==> src/rtl/sum_accumulator_if.sv <==
// Sample/total handshake bundle between the upstream adder, the burst
// accumulator and its downstream consumer.
interface sum_accumulator_if #(
  parameter int WIDTH = 4,
  parameter int ACC_W = 8
);
  logic [WIDTH-1:0] sum;
  logic             cout;
  logic             in_valid;
  logic             in_ready;
  logic [ACC_W-1:0] total;
  logic             ovf;
  logic             out_valid;
  logic             out_ready;

  modport master (
    output sum, cout, in_valid, out_ready,
    input  in_ready, total, ovf, out_valid
  );

  modport slave (
    input  sum, cout, in_valid, out_ready,
    output in_ready, total, ovf, out_valid
  );
endinterface

==> src/rtl/sum_accumulator.sv <==
// Burst accumulator: sums BURST samples of {cout,sum} and hands off the total
// with a sticky overflow flag. Define SUM_ACC_SAT_EN to saturate instead of wrap.
//
//   state | meaning
//   ACCUM | accepting samples, in_ready=1
//   HOLD  | total/ovf presented, out_valid=1, waiting for out_ready
module sum_accumulator #(
  parameter int WIDTH = 4,
  parameter int ACC_W = 8,
  parameter int BURST = 8
) (
  input logic         clk,
  input logic         rst,
  sum_accumulator_if.slave bus
);

  localparam int CNT_W = (BURST > 1) ? $clog2(BURST) : 1;
  localparam logic [CNT_W-1:0] CNT_LAST = CNT_W'(BURST - 1);

  typedef enum logic {ACCUM, HOLD} state_t;

  state_t           state_q, state_d;
  logic [ACC_W-1:0] acc_q, acc_d;
  logic [CNT_W-1:0] cnt_q, cnt_d;
  logic             ovf_q, ovf_d;

  logic [ACC_W:0]   sample_ext;
  logic [ACC_W:0]   acc_sum;
  logic             add_ovf;
  logic [ACC_W-1:0] acc_next;

  assign sample_ext = {{(ACC_W - WIDTH){1'b0}}, bus.cout, bus.sum};
  assign acc_sum    = {1'b0, acc_q} + sample_ext;
  assign add_ovf    = acc_sum[ACC_W];

`ifdef SUM_ACC_SAT_EN
  // once clamped, any further sample overflows again, so acc stays at max
  assign acc_next = add_ovf ? {ACC_W{1'b1}} : acc_sum[ACC_W-1:0];
`else
  assign acc_next = acc_sum[ACC_W-1:0];
`endif

  always_ff @(posedge clk) begin
    if (rst) begin
      state_q <= ACCUM;
      acc_q   <= '0;
      cnt_q   <= '0;
      ovf_q   <= 1'b0;
    end else begin
      state_q <= state_d;
      acc_q   <= acc_d;
      cnt_q   <= cnt_d;
      ovf_q   <= ovf_d;
    end
  end

  always_comb begin
    state_d = state_q;
    acc_d   = acc_q;
    cnt_d   = cnt_q;
    ovf_d   = ovf_q;
    case (state_q)
      ACCUM: begin
        if (bus.in_valid) begin
          acc_d = acc_next;
          ovf_d = ovf_q | add_ovf;
          if (cnt_q == CNT_LAST) begin
            cnt_d   = '0;
            state_d = HOLD;
          end else begin
            cnt_d = cnt_q + CNT_W'(1);
          end
        end
      end
      HOLD: begin
        if (bus.out_ready) begin
          state_d = ACCUM;
          acc_d   = '0;
          cnt_d   = '0;
          ovf_d   = 1'b0;
        end
      end
      default: state_d = ACCUM;
    endcase
  end

  // handshake outputs come straight from the state register
  assign bus.in_ready  = (state_q == ACCUM);
  assign bus.out_valid = (state_q == HOLD);
  assign bus.total     = acc_q;
  assign bus.ovf       = ovf_q;

endmodule
==> src/flat_wrapper.sv <==
// flat-port wrapper written by rule: the top's interface ports become plain ports
module sum_accumulator_flat 
#(
  parameter int WIDTH = 4,
  parameter int ACC_W = 8,
  parameter int BURST = 8
)
  (clk, rst, bus_sum, bus_cout, bus_in_valid, bus_out_ready, bus_in_ready, bus_total, bus_ovf, bus_out_valid);
  sum_accumulator_if #(.WIDTH(WIDTH), .ACC_W(ACC_W)) bus_i ();
  input logic clk;
  input logic rst;
  input wire logic [$bits(bus_i.sum)-1:0] bus_sum;
  input wire logic [$bits(bus_i.cout)-1:0] bus_cout;
  input wire logic [$bits(bus_i.in_valid)-1:0] bus_in_valid;
  input wire logic [$bits(bus_i.out_ready)-1:0] bus_out_ready;
  output wire logic [$bits(bus_i.in_ready)-1:0] bus_in_ready;
  output wire logic [$bits(bus_i.total)-1:0] bus_total;
  output wire logic [$bits(bus_i.ovf)-1:0] bus_ovf;
  output wire logic [$bits(bus_i.out_valid)-1:0] bus_out_valid;
  assign bus_i.sum = bus_sum;
  assign bus_i.cout = bus_cout;
  assign bus_i.in_valid = bus_in_valid;
  assign bus_i.out_ready = bus_out_ready;
  assign bus_in_ready = bus_i.in_ready;
  assign bus_total = bus_i.total;
  assign bus_ovf = bus_i.ovf;
  assign bus_out_valid = bus_i.out_valid;
  sum_accumulator #(.WIDTH(WIDTH), .ACC_W(ACC_W), .BURST(BURST)) u_core (.clk(clk), .rst(rst), .bus(bus_i));
endmodule
==> config.mk <==
export PLATFORM = sky130hd
export DESIGN_NAME = sum_accumulator_flat
export DESIGN_NICKNAME = d
export VERILOG_FILES = /design/src/rtl/sum_accumulator_if.sv /design/src/rtl/sum_accumulator.sv /design/src/flat_wrapper.sv
export SDC_FILE = /design/constraint.sdc
export NUM_CORES = 1
export LEC_CHECK = 0
export ABC_CLOCK_PERIOD_IN_PS = 3100
export CAP_MARGIN = 20
export CORE_ASPECT_RATIO = 0.5
export CORE_MARGIN = 2
export CORE_UTILIZATION = 25
export CTS_CLUSTER_SIZE = 12
export DETAILED_ROUTE_END_ITERATION = 8
export PLACE_DENSITY = 0.59
export SLEW_MARGIN = 20
export SYNTH_ARGS = -nofsm -noshare
export SYNTH_HDL_FRONTEND = slang
export SYNTH_SLANG_ARGS = --single-unit
==> constraint.sdc <==
create_clock -name clk -period 3.1 [get_ports clk]
set_input_delay 0.62 -clock clk [delete_from_list [all_inputs] [get_ports clk]]
set_output_delay 0.62 -clock clk [all_outputs]
set_load 0.01 [all_outputs]
==> Implementation_results.wiki <==
{| class="wikitable"
! Metric !! Value
|-
| Library cell occupying the most area in the post-synthesis netlist || sky130_fd_sc_hd__dfxtp_1
|-
| Data required time at the worst endpoint || 3240 ps
|-
| Skew-Pair Late Insertion Delay || 240 ps
|-
| Reg-to-Reg End || u_core.bus.ovf$_SDFFE_PP0P_
|-
| Fin Setup TNS || 0 ps
|-
| Post-route worst hold slack || 474 ps
|-
| Final worst clock skew || 3.79 ps
|-
| Synthesized netlist cell count || 79
|-
| Longest individual stage delay on the worst path || 420 ps
|-
| Final-report setup violation count || 0
|-
| Outcome || finished clean
|-
| RSZ-0062 raised after global routing || false
|-
| Die extent in y || around 42 µm
|-
| First-pass GRT wire length || approximately 2.6 mm
|-
| Total power divided by cell area || 449 nW/µm²
|-
| Row count || 13
|-
| Post-synthesis average cell area || 9.12 µm²
|-
| CP max-delay cell || sky130_fd_sc_hd__fa_1
|-
| Antenna diode count || 0
|-
| Starting utilization of the core area || 27.0%
|-
| Grt ovf || 0
|-
| Crit Reg-Reg Startpoint || u_core.bus.total[0]$_SDFFE_PP0P_
|-
| Maximum number of buffers from clock root to sink || 2
|-
| Width of the chip || 79.9 µm
|-
| Area contributors post-synth || sky130_fd_sc_hd__dfxtp_1, sky130_fd_sc_hd__ha_1, sky130_fd_sc_hd__a22oi_1, sky130_fd_sc_hd__nor2_1, sky130_fd_sc_hd__a21oi_1
|-
| Count of cell types in the netlist || 29
|-
| Static Leakage || 0.387 nW
|-
| Flip-flop and latch count after synthesis || 13
|-
| Slew Limit Headroom || 65.5%
|-
| Type of destination of the critical path || register
|-
| Initial drt markers || 27
|-
| Via count || 632
|-
| Final net count || about 120
|-
| Post-route minimum period || 2140 ps
|-
| Buffers on Ports || 19
|-
| Cell at the root of the clock tree || sky130_fd_sc_hd__clkbuf_8
|-
| Type of the worst min-delay path || reg2reg
|-
| Detailed placer's ending HPWL || 1.14 mm
|-
| Mean routed wirelength per cell || 11.2 µm
|-
| Combined area of all synthesized cells || 721 µm²
|-
| Crit start category || input port
|-
| R2R depth || 5
|-
| Vias in the first global route || 574
|-
| Number of routed nets with antenna violations || 0
|-
| Cells traversed along the worst timing path || clkdlybuf4s50_1, ha_1, fa_1, a21oi_1, o21ai_1, a32o_1
|-
| Initial antenna violation count || 0
|-
| Maximum clock frequency || ~0.47 GHz
|-
| Worst-path maximum fanout || 3
|-
| Total nets after synthesis || 96
|-
| Family with the most delay on the worst path || adder cells
|-
| Routability cong. || 0.762
|-
| Worst-case setup margin in the final layout || 956 ps
|-
| Final Max Tran Viols || 0
|-
| Flop2flop setup slack || 1420 ps
|-
| Number of hold buffers added after CTS || 0
|-
| Area overhead of the layout relative to synthesis || 37.0%
|-
| I/O pins || 20
|-
| Die outline area || ~3400 µm²
|-
| Share of the cycle needed by the critical path after routing || 69.2%
|-
| Register area share after synthesis || a little over a third
|-
| Clock Sink Count || 13
|-
| Commonest non-fill, non-tap cell in the layout || sky130_fd_sc_hd__clkdlybuf4s50_1
|-
| Critical path class || in2reg
|-
| Wire length reported by the detailed router || approximately 1.5 mm
|-
| Number of cells upsized or downsized after cts || 0
|-
| Worst-path clk slew || roughly 60 ps
|-
| Number of buffers inserted by post-CTS setup repair || 0
|-
| Worst-case hold path end point || u_core.bus.ovf$_SDFFE_PP0P_
|-
| Pre-CTS WS || 716 ps
|-
| Fraction of layout instances using a drive strength above 1 || 8.00%
|-
| Final hold vios || 0
|-
| Worst-margin pin slew || 516 ps
|-
| Highest-count cells in the layout ignoring fill and taps || sky130_fd_sc_hd__clkdlybuf4s50_1, sky130_fd_sc_hd__dfxtp_1, sky130_fd_sc_hd__nor2_1
|-
| Global-route total usage across every layer || 10.2%
|-
| Count of buffer and inverter cells on the critical path || 1
|-
| Worst Path Arrival || 2280 ps
|-
| Clock tree from TritonCTS || yes
|-
| Count of TritonRoute iterations in the first routing pass || 4
|-
| Area share of the largest cell type after synthesis || 36.1%
|-
| # DRC || 0
|-
| Count of warnings emitted by yosys || 0
|-
| Maximum level of the CTS H-tree || 1
|-
| Min-Delay Path Depth || 1
|-
| Core area || roughly 2700 µm²
|-
| Maximum number of pins on one net before global-route repair || 15
|-
| Max rail drop VDD || 201 µV
|-
| Hold path startpoint || u_core.bus.ovf$_SDFFE_PP0P_
|-
| Max-cap violations || 0
|-
| Post-detailed-route via-to-cell ratio || 4.61
|-
| Total clock buffers created by CTS || 3
|}
-- synth_stat cells --
| master | instances |
|---|---|
| sky130_fd_sc_hd__nor3_1 | 2 |
| sky130_fd_sc_hd__o31ai_1 | 4 |
| sky130_fd_sc_hd__nor2_1 | 10 |
| sky130_fd_sc_hd__inv_1 | 2 |
| sky130_fd_sc_hd__nor2b_2 | 1 |
| sky130_fd_sc_hd__fa_1 | 1 |
| sky130_fd_sc_hd__xnor2_1 | 2 |
| sky130_fd_sc_hd__ha_1 | 7 |
| sky130_fd_sc_hd__o21ai_1 | 2 |
| sky130_fd_sc_hd__clkbuf_1 | 1 |
| sky130_fd_sc_hd__o21bai_1 | 1 |
| sky130_fd_sc_hd__a31o_2 | 1 |
| sky130_fd_sc_hd__a31oi_1 | 1 |
| sky130_fd_sc_hd__a31o_1 | 1 |
| sky130_fd_sc_hd__xor2_1 | 1 |
| sky130_fd_sc_hd__nand2_1 | 6 |
| sky130_fd_sc_hd__buf_6 | 1 |
| sky130_fd_sc_hd__a32o_1 | 1 |
| sky130_fd_sc_hd__a22oi_1 | 5 |
| sky130_fd_sc_hd__a211oi_2 | 1 |
| sky130_fd_sc_hd__nor2b_1 | 1 |
| sky130_fd_sc_hd__nand2b_1 | 2 |
| sky130_fd_sc_hd__mux2i_1 | 1 |
| sky130_fd_sc_hd__a21oi_1 | 6 |
| sky130_fd_sc_hd__nand3_1 | 2 |
| sky130_fd_sc_hd__or2_2 | 1 |
| sky130_fd_sc_hd__o211ai_1 | 1 |
| sky130_fd_sc_hd__dfxtp_1 | 13 |
| sky130_fd_sc_hd__and3_4 | 1 |
-- layer usage --
layer / track usage (%) / wire [µm] / vias up
met4: 2.03 / 12 / 0
met1: 13.1 / 779 / 286
met2: 16.2 / 654 / 16
met3: 4.13 / 83 / 2
li1: - / - / 328
met5: 0 / 0 / -
-- registers in the layout (all words and copies together) (netlist names) --
register,count
u_core.bus.total,8
u_core.cnt_q,3
u_core.bus.out_valid,1
u_core.bus.ovf,1
-- cells by family after synthesis --
group           Yosys count  synth area share, %
buf+inv                   4                 3.12
fa+ha+maj                 8                 14.9
xor+xnor                  3                 3.65
compound gates           24                 23.4
simple gates             26                 17.4
flops                    13                 36.1
mux                       1                 1.39
-- per-stage QoR --
step | total power, mW | instances | area (µm²) | utilization (%)
detailed placement | 0.296 | 133 | 942 | 35.3
CTS | 0.451 | 137 | 987 | 37.0
global placement | 0.296 | 133 | 942 | 35.3
floorplan | 0.257 | 79 | 721 | -
finish | 0.444 | 137 | 987 | 37.0
global route | 0.474 | 137 | 987 | 37.0
-- report_power, final --
part	internal [mW]	leakage, nW	switching [mW]
clock	0.0908	0.0228	0.0606
combinational	0.0542	0.258	0.0510
sequential	0.178	0.106	0.00916
-- worst max path at each step --
stage	start	end	slack, ps	cells past startpoint
2_1_floorplan	bus_sum[0]	u_core.bus.ovf$_SDFFE_PP0P_	1260	5
3_3_place_gp	bus_sum[0]	u_core.bus.ovf$_SDFFE_PP0P_	730	6
3_5_place_dp	bus_sum[0]	u_core.bus.ovf$_SDFFE_PP0P_	720	6
4_1_cts	bus_sum[0]	u_core.bus.ovf$_SDFFE_PP0P_	950	6
5_1_grt	bus_sum[0]	u_core.bus.total[4]$_SDFFE_PP0P_	820	7
6_report	bus_sum[0]	u_core.bus.ovf$_SDFFE_PP0P_	960	6
-- worst reg2reg max path, stage by stage (launching register included) --
cell and delay (ps):
sky130_fd_sc_hd__dfxtp_1 320, sky130_fd_sc_hd__ha_1 230, sky130_fd_sc_hd__fa_1 420, sky130_fd_sc_hd__a21oi_1 210
sky130_fd_sc_hd__o21ai_1 130, sky130_fd_sc_hd__a32o_1 270
-- final cells by class --
| class | instances | area, µm² |
|---|---|---|
| Multi-Input combinational cell | 62 | 438 |
| Fill cell | 281 | 1680 |
| Clock buffer | 4 | 45.0 |
| Inverter | 2 | 7.51 |
| Sequential cell | 13 | 260 |
| Timing Repair Buffer | 19 | 190 |
| Tap cell | 37 | 46.3 |
Note: power is estimated with default switching activity, not from simulation.
